## config.mk

```make
export PLATFORM = sky130hd
export DESIGN_NAME = am_demod_param
export DESIGN_NICKNAME = d
export VERILOG_FILES = /design/src/rtl/am_demod_param.sv
export SDC_FILE = /design/constraint.sdc
export NUM_CORES = 2
export LEC_CHECK = 0
export ABC_AREA = 1
export CORE_ASPECT_RATIO = 0.5
export CORE_MARGIN = 4
export CORE_UTILIZATION = 55
export DETAILED_ROUTE_END_ITERATION = 10
export PLACE_DENSITY_LB_ADDON = 0.1
export SYNTH_ARGS = -nofsm -noshare
export SYNTH_HDL_FRONTEND = slang
export SYNTH_SLANG_ARGS = --single-unit
```

## constraint.sdc

```tcl
create_clock -name clk -period 7.4 [get_ports clk]
set_clock_uncertainty 0.05 [all_clocks]
set_input_delay 1.48 -clock clk [delete_from_list [all_inputs] [get_ports clk]]
set_output_delay 1.48 -clock clk [all_outputs]
set_load 0.05 [all_outputs]
```

## src/rtl/am_demod_param.sv

```systemverilog
// am_demod_param
// Parametrised AM demodulator. Each accepted sample is either multiplied by
// the DDS carrier (coherent) or full-wave rectified (envelope), averaged by a
// 2^AVG_LOG2-deep boxcar, optionally DC-stripped by a leaky integrator, and
// returned in offset binary. Latency is three clocks from acceptance to the
// out_valid strobe; one sample per clock.
//
// Ports:
//   clk        system clock
//   rst        synchronous reset, active-high (wins over in_valid)
//   in_valid   sample strobe for sig_in/carrier/mode
//   sig_in     modulated input, offset binary
//   carrier    DDS carrier, offset binary (ignored in envelope mode)
//   mode       0 = coherent product, 1 = envelope
//   dc_remove  1 = subtract running DC estimate (taken with the stage-2 result)
//   out_valid  one-cycle strobe per demodulated sample
//   sig_out    demodulated sample, offset binary; holds between strobes
//   ovf        sticky saturation flag, cleared only by rst
module am_demod_param #(
  parameter int DW       = 16,
  parameter int AVG_LOG2 = 4,
  parameter int DC_SHIFT = 10
) (
  input  logic          clk,
  input  logic          rst,
  input  logic          in_valid,
  input  logic [DW-1:0] sig_in,
  input  logic [DW-1:0] carrier,
  input  logic          mode,
  input  logic          dc_remove,
  output logic          out_valid,
  output logic [DW-1:0] sig_out,
  output logic          ovf
);

  localparam int D  = 1 << AVG_LOG2;
  localparam int AW = DW + AVG_LOG2;
  localparam int CW = AVG_LOG2 + 1;
  // DC estimate carries DC_SHIFT fraction bits plus headroom for the
  // (target - estimate) difference.
  localparam int W3 = DW + DC_SHIFT + 2;
  localparam int YW = DW + 3;

  localparam logic signed [DW-1:0] SMAX = {1'b0, {(DW-1){1'b1}}};
  localparam logic signed [DW-1:0] SMIN = {1'b1, {(DW-1){1'b0}}};

  // ---------------- stage 1: product / rectify ----------------
  logic signed [DW-1:0] s_in, c_in, r_c;
  logic                 sat_c, restart_c, warm_c;
  logic [CW-1:0]        cnt, cnt_next;
  logic                 last_mode;

  logic signed [DW-1:0] r1;
  logic                 v1, restart1, warm1;

  assign s_in = {~sig_in[DW-1], sig_in[DW-2:0]};
  assign c_in = {~carrier[DW-1], carrier[DW-2:0]};

  always_comb begin
    r_c   = '0;
    sat_c = 1'b0;
    if (!mode) begin
      // Only full-scale negative squared leaves the Q1 range.
      if (s_in == SMIN && c_in == SMIN) begin
        r_c   = SMAX;
        sat_c = 1'b1;
      end else begin
        r_c = DW'(((2*DW)'(s_in) * (2*DW)'(c_in)) >>> (DW-1));
      end
    end else begin
      if (s_in == SMIN) begin
        r_c   = SMAX;
        sat_c = 1'b1;
      end else if (s_in[DW-1]) begin
        r_c = -s_in;
      end else begin
        r_c = s_in;
      end
    end
  end

  assign restart_c = (mode != last_mode);

  always_comb begin
    if (restart_c)
      cnt_next = CW'(1);
    else if (cnt == CW'(D))
      cnt_next = cnt;
    else
      cnt_next = cnt + CW'(1);
  end

  assign warm_c = (cnt_next == CW'(D));

  always_ff @(posedge clk) begin
    if (rst) begin
      v1        <= 1'b0;
      r1        <= '0;
      restart1  <= 1'b0;
      warm1     <= 1'b0;
      last_mode <= 1'b0;
      cnt       <= '0;
    end else begin
      v1 <= in_valid;
      if (in_valid) begin
        r1        <= r_c;
        restart1  <= restart_c;
        warm1     <= warm_c;
        last_mode <= mode;
        cnt       <= cnt_next;
      end
    end
  end

  // ---------------- stage 2: boxcar ----------------
  logic signed [DW-1:0]   bx [D];
  logic [AVG_LOG2-1:0]    wp;
  logic signed [AW-1:0]   acc, acc_next;
  logic signed [DW-1:0]   a2;
  logic                   v2, warm2, restart2, dc_remove2;

  // On restart the old buffer contents are treated as zero, so the new
  // sample alone seeds the accumulator.
  assign acc_next = restart1 ? AW'(r1) : (acc + AW'(r1) - AW'(bx[wp]));

  always_ff @(posedge clk) begin
    if (rst) begin
      for (int i = 0; i < D; i++) bx[i] <= '0;
      wp         <= '0;
      acc        <= '0;
      a2         <= '0;
      v2         <= 1'b0;
      warm2      <= 1'b0;
      restart2   <= 1'b0;
      dc_remove2 <= 1'b0;
    end else begin
      v2 <= v1;
      if (v1) begin
        if (restart1) begin
          for (int i = 0; i < D; i++) bx[i] <= '0;
        end
        bx[wp]     <= r1;
        wp         <= wp + AVG_LOG2'(1);
        acc        <= acc_next;
        a2         <= acc_next[AW-1:AVG_LOG2];
        warm2      <= warm1;
        restart2   <= restart1;
        dc_remove2 <= dc_remove;
      end
    end
  end

  // ---------------- stage 3: DC removal ----------------
  logic signed [W3-1:0]   dc, dc_cur, dc_tgt, dc_next;
  logic signed [DW+1:0]   dc_int;
  logic signed [YW-1:0]   y_diff;
  logic signed [DW-1:0]   y_sat, y3;
  logic                   sat3, v3;

  assign dc_cur  = restart2 ? '0 : dc;
  assign dc_int  = dc_cur[W3-1:DC_SHIFT];
  assign dc_tgt  = W3'(a2) <<< DC_SHIFT;
  assign dc_next = dc_cur + ((dc_tgt - dc_cur) >>> DC_SHIFT);
  assign y_diff  = YW'(a2) - YW'(dc_int);

  always_comb begin
    sat3  = 1'b0;
    y_sat = y_diff[DW-1:0];
    if (y_diff > YW'(SMAX)) begin
      y_sat = SMAX;
      sat3  = 1'b1;
    end else if (y_diff < YW'(SMIN)) begin
      y_sat = SMIN;
      sat3  = 1'b1;
    end
  end

  // The estimate only follows averaged (warm) samples, so the first real
  // output always sees a zero estimate.
  always_ff @(posedge clk) begin
    if (rst) begin
      dc <= '0;
      y3 <= '0;
      v3 <= 1'b0;
    end else begin
      v3 <= v2 & warm2;
      if (v2) begin
        dc <= warm2 ? dc_next : dc_cur;
        y3 <= dc_remove2 ? y_sat : a2;
      end
    end
  end

  // ---------------- output ----------------
  always_ff @(posedge clk) begin
    if (rst) begin
      out_valid <= 1'b0;
      sig_out   <= {1'b1, {(DW-1){1'b0}}};
    end else begin
      out_valid <= v3;
      if (v3) sig_out <= {~y3[DW-1], y3[DW-2:0]};
    end
  end

  always_ff @(posedge clk) begin
    if (rst)
      ovf <= 1'b0;
    else if ((in_valid && sat_c) || (v2 && warm2 && dc_remove2 && sat3))
      ovf <= 1'b1;
  end

endmodule

```

==> flow_summary.toml <==
[status]
outcome = "finished clean"

[critical_path]
cp_slowest_cell = "clkdlybuf4s50_1"
r2r_slack_ns = 2.62
arrival_ns = 7.20
start_kind = "primary input"
rr_endpoint = "acc[19]"
critPathMaxFanout = 7
cp_slowest_stage_delay_ns = 0.61
crit_required_ns = 7.75
crit_path_end_kind = "flop"
critical_path.most_common_cell = "fa_1"
cp_cell_sequence = "clkdlybuf4s50_1 > buf_4 > nand2_1 > fa_1 > fa_1 > fa_1 > fa_1 > inv_1 > fa_1 > inv_1 > fa_1 > inv_1 > ha_1 > nand2_1 > nor2_1 > inv_1 > nor3_1 > nand2_1 > a21oi_1 > nor2_1 > nand2_1 > nand3_1 > nand2_1 > a21oi_1"
reg2reg_depth = 16
crit_type = "primary input to flop"

[floorplanning]
rows = 62
start_util = 0.556
chipWidth_um = 349
core_area_sq_um = 57500
die_h_um = 179
die_area_sq_um = 62300
ios = 55

[clock_tree]
hold_buffers = 0
numCtsBuffers = 39
cts_resized = 0
root_buffer = "clkbuf_16"
clkLatencyLatePin_ns = 0.54
clk_path_buf_depth = 3
clk_pin_slew_ns = 0.06
htree_levels = 2
tritoncts = "yes"
post_cts_buffers = 0
cts.sinks = 376

[route]
vias_per_cell = 5.49
avgRoutedWirePerCell_um = 18.8
finalWirelength_mm = 91.1
first_pass_iters = 5
dr_total_vias = 26600
ant_nets = 0
drt_iter0_drc = 1929
route.detailed.drc = 0

[pwr]
peakVddDrop_mv = 0.538
power_leakage_nw = 16.6
power.density_nw_per_um2 = 507
power_mw = 17.9

[placed_design]
finalWeightedCongestion = 0.967
place.port_buffers = 54
dp_slack_ns = 0.0192
placed_cell_area_sq_um = 34000
dp_hpwl_mm = 69.7
dp.cells = 4770

[worst_hold_path]
min_from = "y3[2]"
min_to = "y3[2]"
worstHoldPathCells = 2
min_path_type = "flop to flop"

[finish]
mostFrequentLayoutCell = "inv_1"
stdcell_area_sq_um = 35300
syn2layout_area_growth_pct = 10.3
nets = 4507
antennaDiodeCount = 0
layout-drive-gt1-share = 0.0661
final_cell_mix = "747 x inv_1, 720 x nand2_1, 460 x nor2_1"
finalNonFillerCells = 4840
fin_util = 0.613

[global_route]
grt_pass1_vias = 26800
grt_use_total = 0.297
grt_max_degree = 72
grt_first_pass_wirelength_mm = 145
grt.overflow.total = 0
antenna_found_initial = 0
top_usage_layer = "met2"
met1_usage = 0.395
grtUsageMet3 = 0.0351
grt_use_met2 = 0.522

[timing]
max_slew.worst_pin.slew_ns = 0.997
fin_crit_sh = 0.926
fin_crit_ns = 6.85
fmax_ghz = 0.146
fin_ws_ns = 0.551
setup-violations-final = 0
rsz0062_at_grt = "false"
fin_tns_setup_ns = 0
hold_viol_final = 0
maxSlewViolCount = 0
hold_slack_ns = 0.417
max_slew_margin = 0.331

[logic_synthesis]
synth_top_area_share = 0.240
synth_area_leaders = "edfxtp_1 24%, fa_1 17%, inv_1 8.8%"
async_flop_share = 0
yosys.area.top_type = "edfxtp_1"
yosys_warnings = 0
syn_avg_cell_area_sq_um = 8.02
synth_edf_count = 256
netlist-cell-type-count = 55
ys_seq_area_frac = 0.316
syn-cell-area_sq_um = 32000
syn_nets = 4449
syn_inst = 3985
yosys_most_used_dff = "edfxtp_1"
synth-seq-cells = 376

[run]
max-cap-violations = 0
[flip-flops by register name, summed over array words and instances (netlist names), named ones only]
name / cells
dc_remove2: 1
y3: 16
v2: 1
sig_out: 16
acc: 20
r1: 16
dc: 28
v3: 1
last_mode: 1
out_valid: 1
bx: 256
cnt: 5
restart1: 1
restart2: 1
wp: 4
ovf: 1
warm2: 1
v1: 1
warm1: 1
[layout make-up]
cell class | count | area [sq um]
Clock buffer | 54 | 1090
Tap cell | 768 | 961
Clock inverter | 16 | 141
Inverter | 773 | 2900
Timing Repair Buffer | 205 | 1860
Multi-Input combinational cell | 2648 | 18200
Fill cell | 5159 | 22200
Sequential cell | 376 | 10100
[logic make-up (layout without fill, tap and decap cells)]
logic type | after synthesis | in the layout | synth area share
AO/OA/AOI/OAI | 702 | 702 | 0.125
XOR/XNOR | 64 | 64 | 0.0175
adder cells (fa/ha/maj) | 427 | 427 | 0.232
buffers and inverters | 961 | 1048 | 0.115
flip-flops | 376 | 376 | 0.316
multiplexers | 64 | 64 | 0.0200
AND/OR/NAND/NOR | 1391 | 1391 | 0.175
[worst max-delay path by stage]
stage	start	to	slack (ns)	depth (start not counted)
after CTS	carrier[2]	r1[5]	0.58	25
final	carrier[2]	r1[5]	0.55	24
after detailed placement	carrier[2]	r1[5]	0.02	25
after global routing	sig_in[15]	r1[11]	0.12	23
after global placement	carrier[2]	r1[5]	0.07	25
after floorplan	sig_in[15]	r1[14]	0.40	23
[layer usage]
| metal | up-vias | wire length, um |
|---|---|---|
| li1 | 12700 | - |
| met1 | 12800 | 39100 |
| met2 | 872 | 43900 |
| met3 | 155 | 5690 |
| met4 | 0 | 2360 |
| met5 | - | 0 |
[synthesized netlist by cell type, types with 6 or more instances]
cell / instances
o22ai_1: 10
o21ai_1: 6
a31oi_1: 13
or2_2: 7
a21oi_1: 290
nand2_1: 720
xor2_1: 46
nor3_1: 25
nand4_1: 19
buf_1: 26
nor2_1: 460
nor4_1: 8
a21o_1: 20
clkbuf_1: 140
edfxtp_1: 256
buf_2: 15
xnor2_1: 18
ha_1: 151
o21bai_1: 19
nand2_2: 17
mux2i_1: 64
inv_1: 747
o21ai_0: 230
inv_2: 7
a21oi_2: 10
nand3_1: 117
o211ai_1: 73
clkinv_1: 19
fa_1: 276
dfxtp_1: 120
[worst max-delay path, delay by kind of cell]
kind / cells / cell delay (ns)
buf+inv: 6 / 1.04
simple gates: 9 / 0.99
fa+ha+maj: 7 / 3.37
compound gates: 2 / 0.32
[power by group]
group,switching [mW],internal [mW],total (mW),leakage (nW)
clock network,0.836,1.11,1.94,0.604
logic,7.92,5.53,13.5,12.4
registers,0.0888,2.38,2.47,3.64
Power figures use the tool's default switching activity.
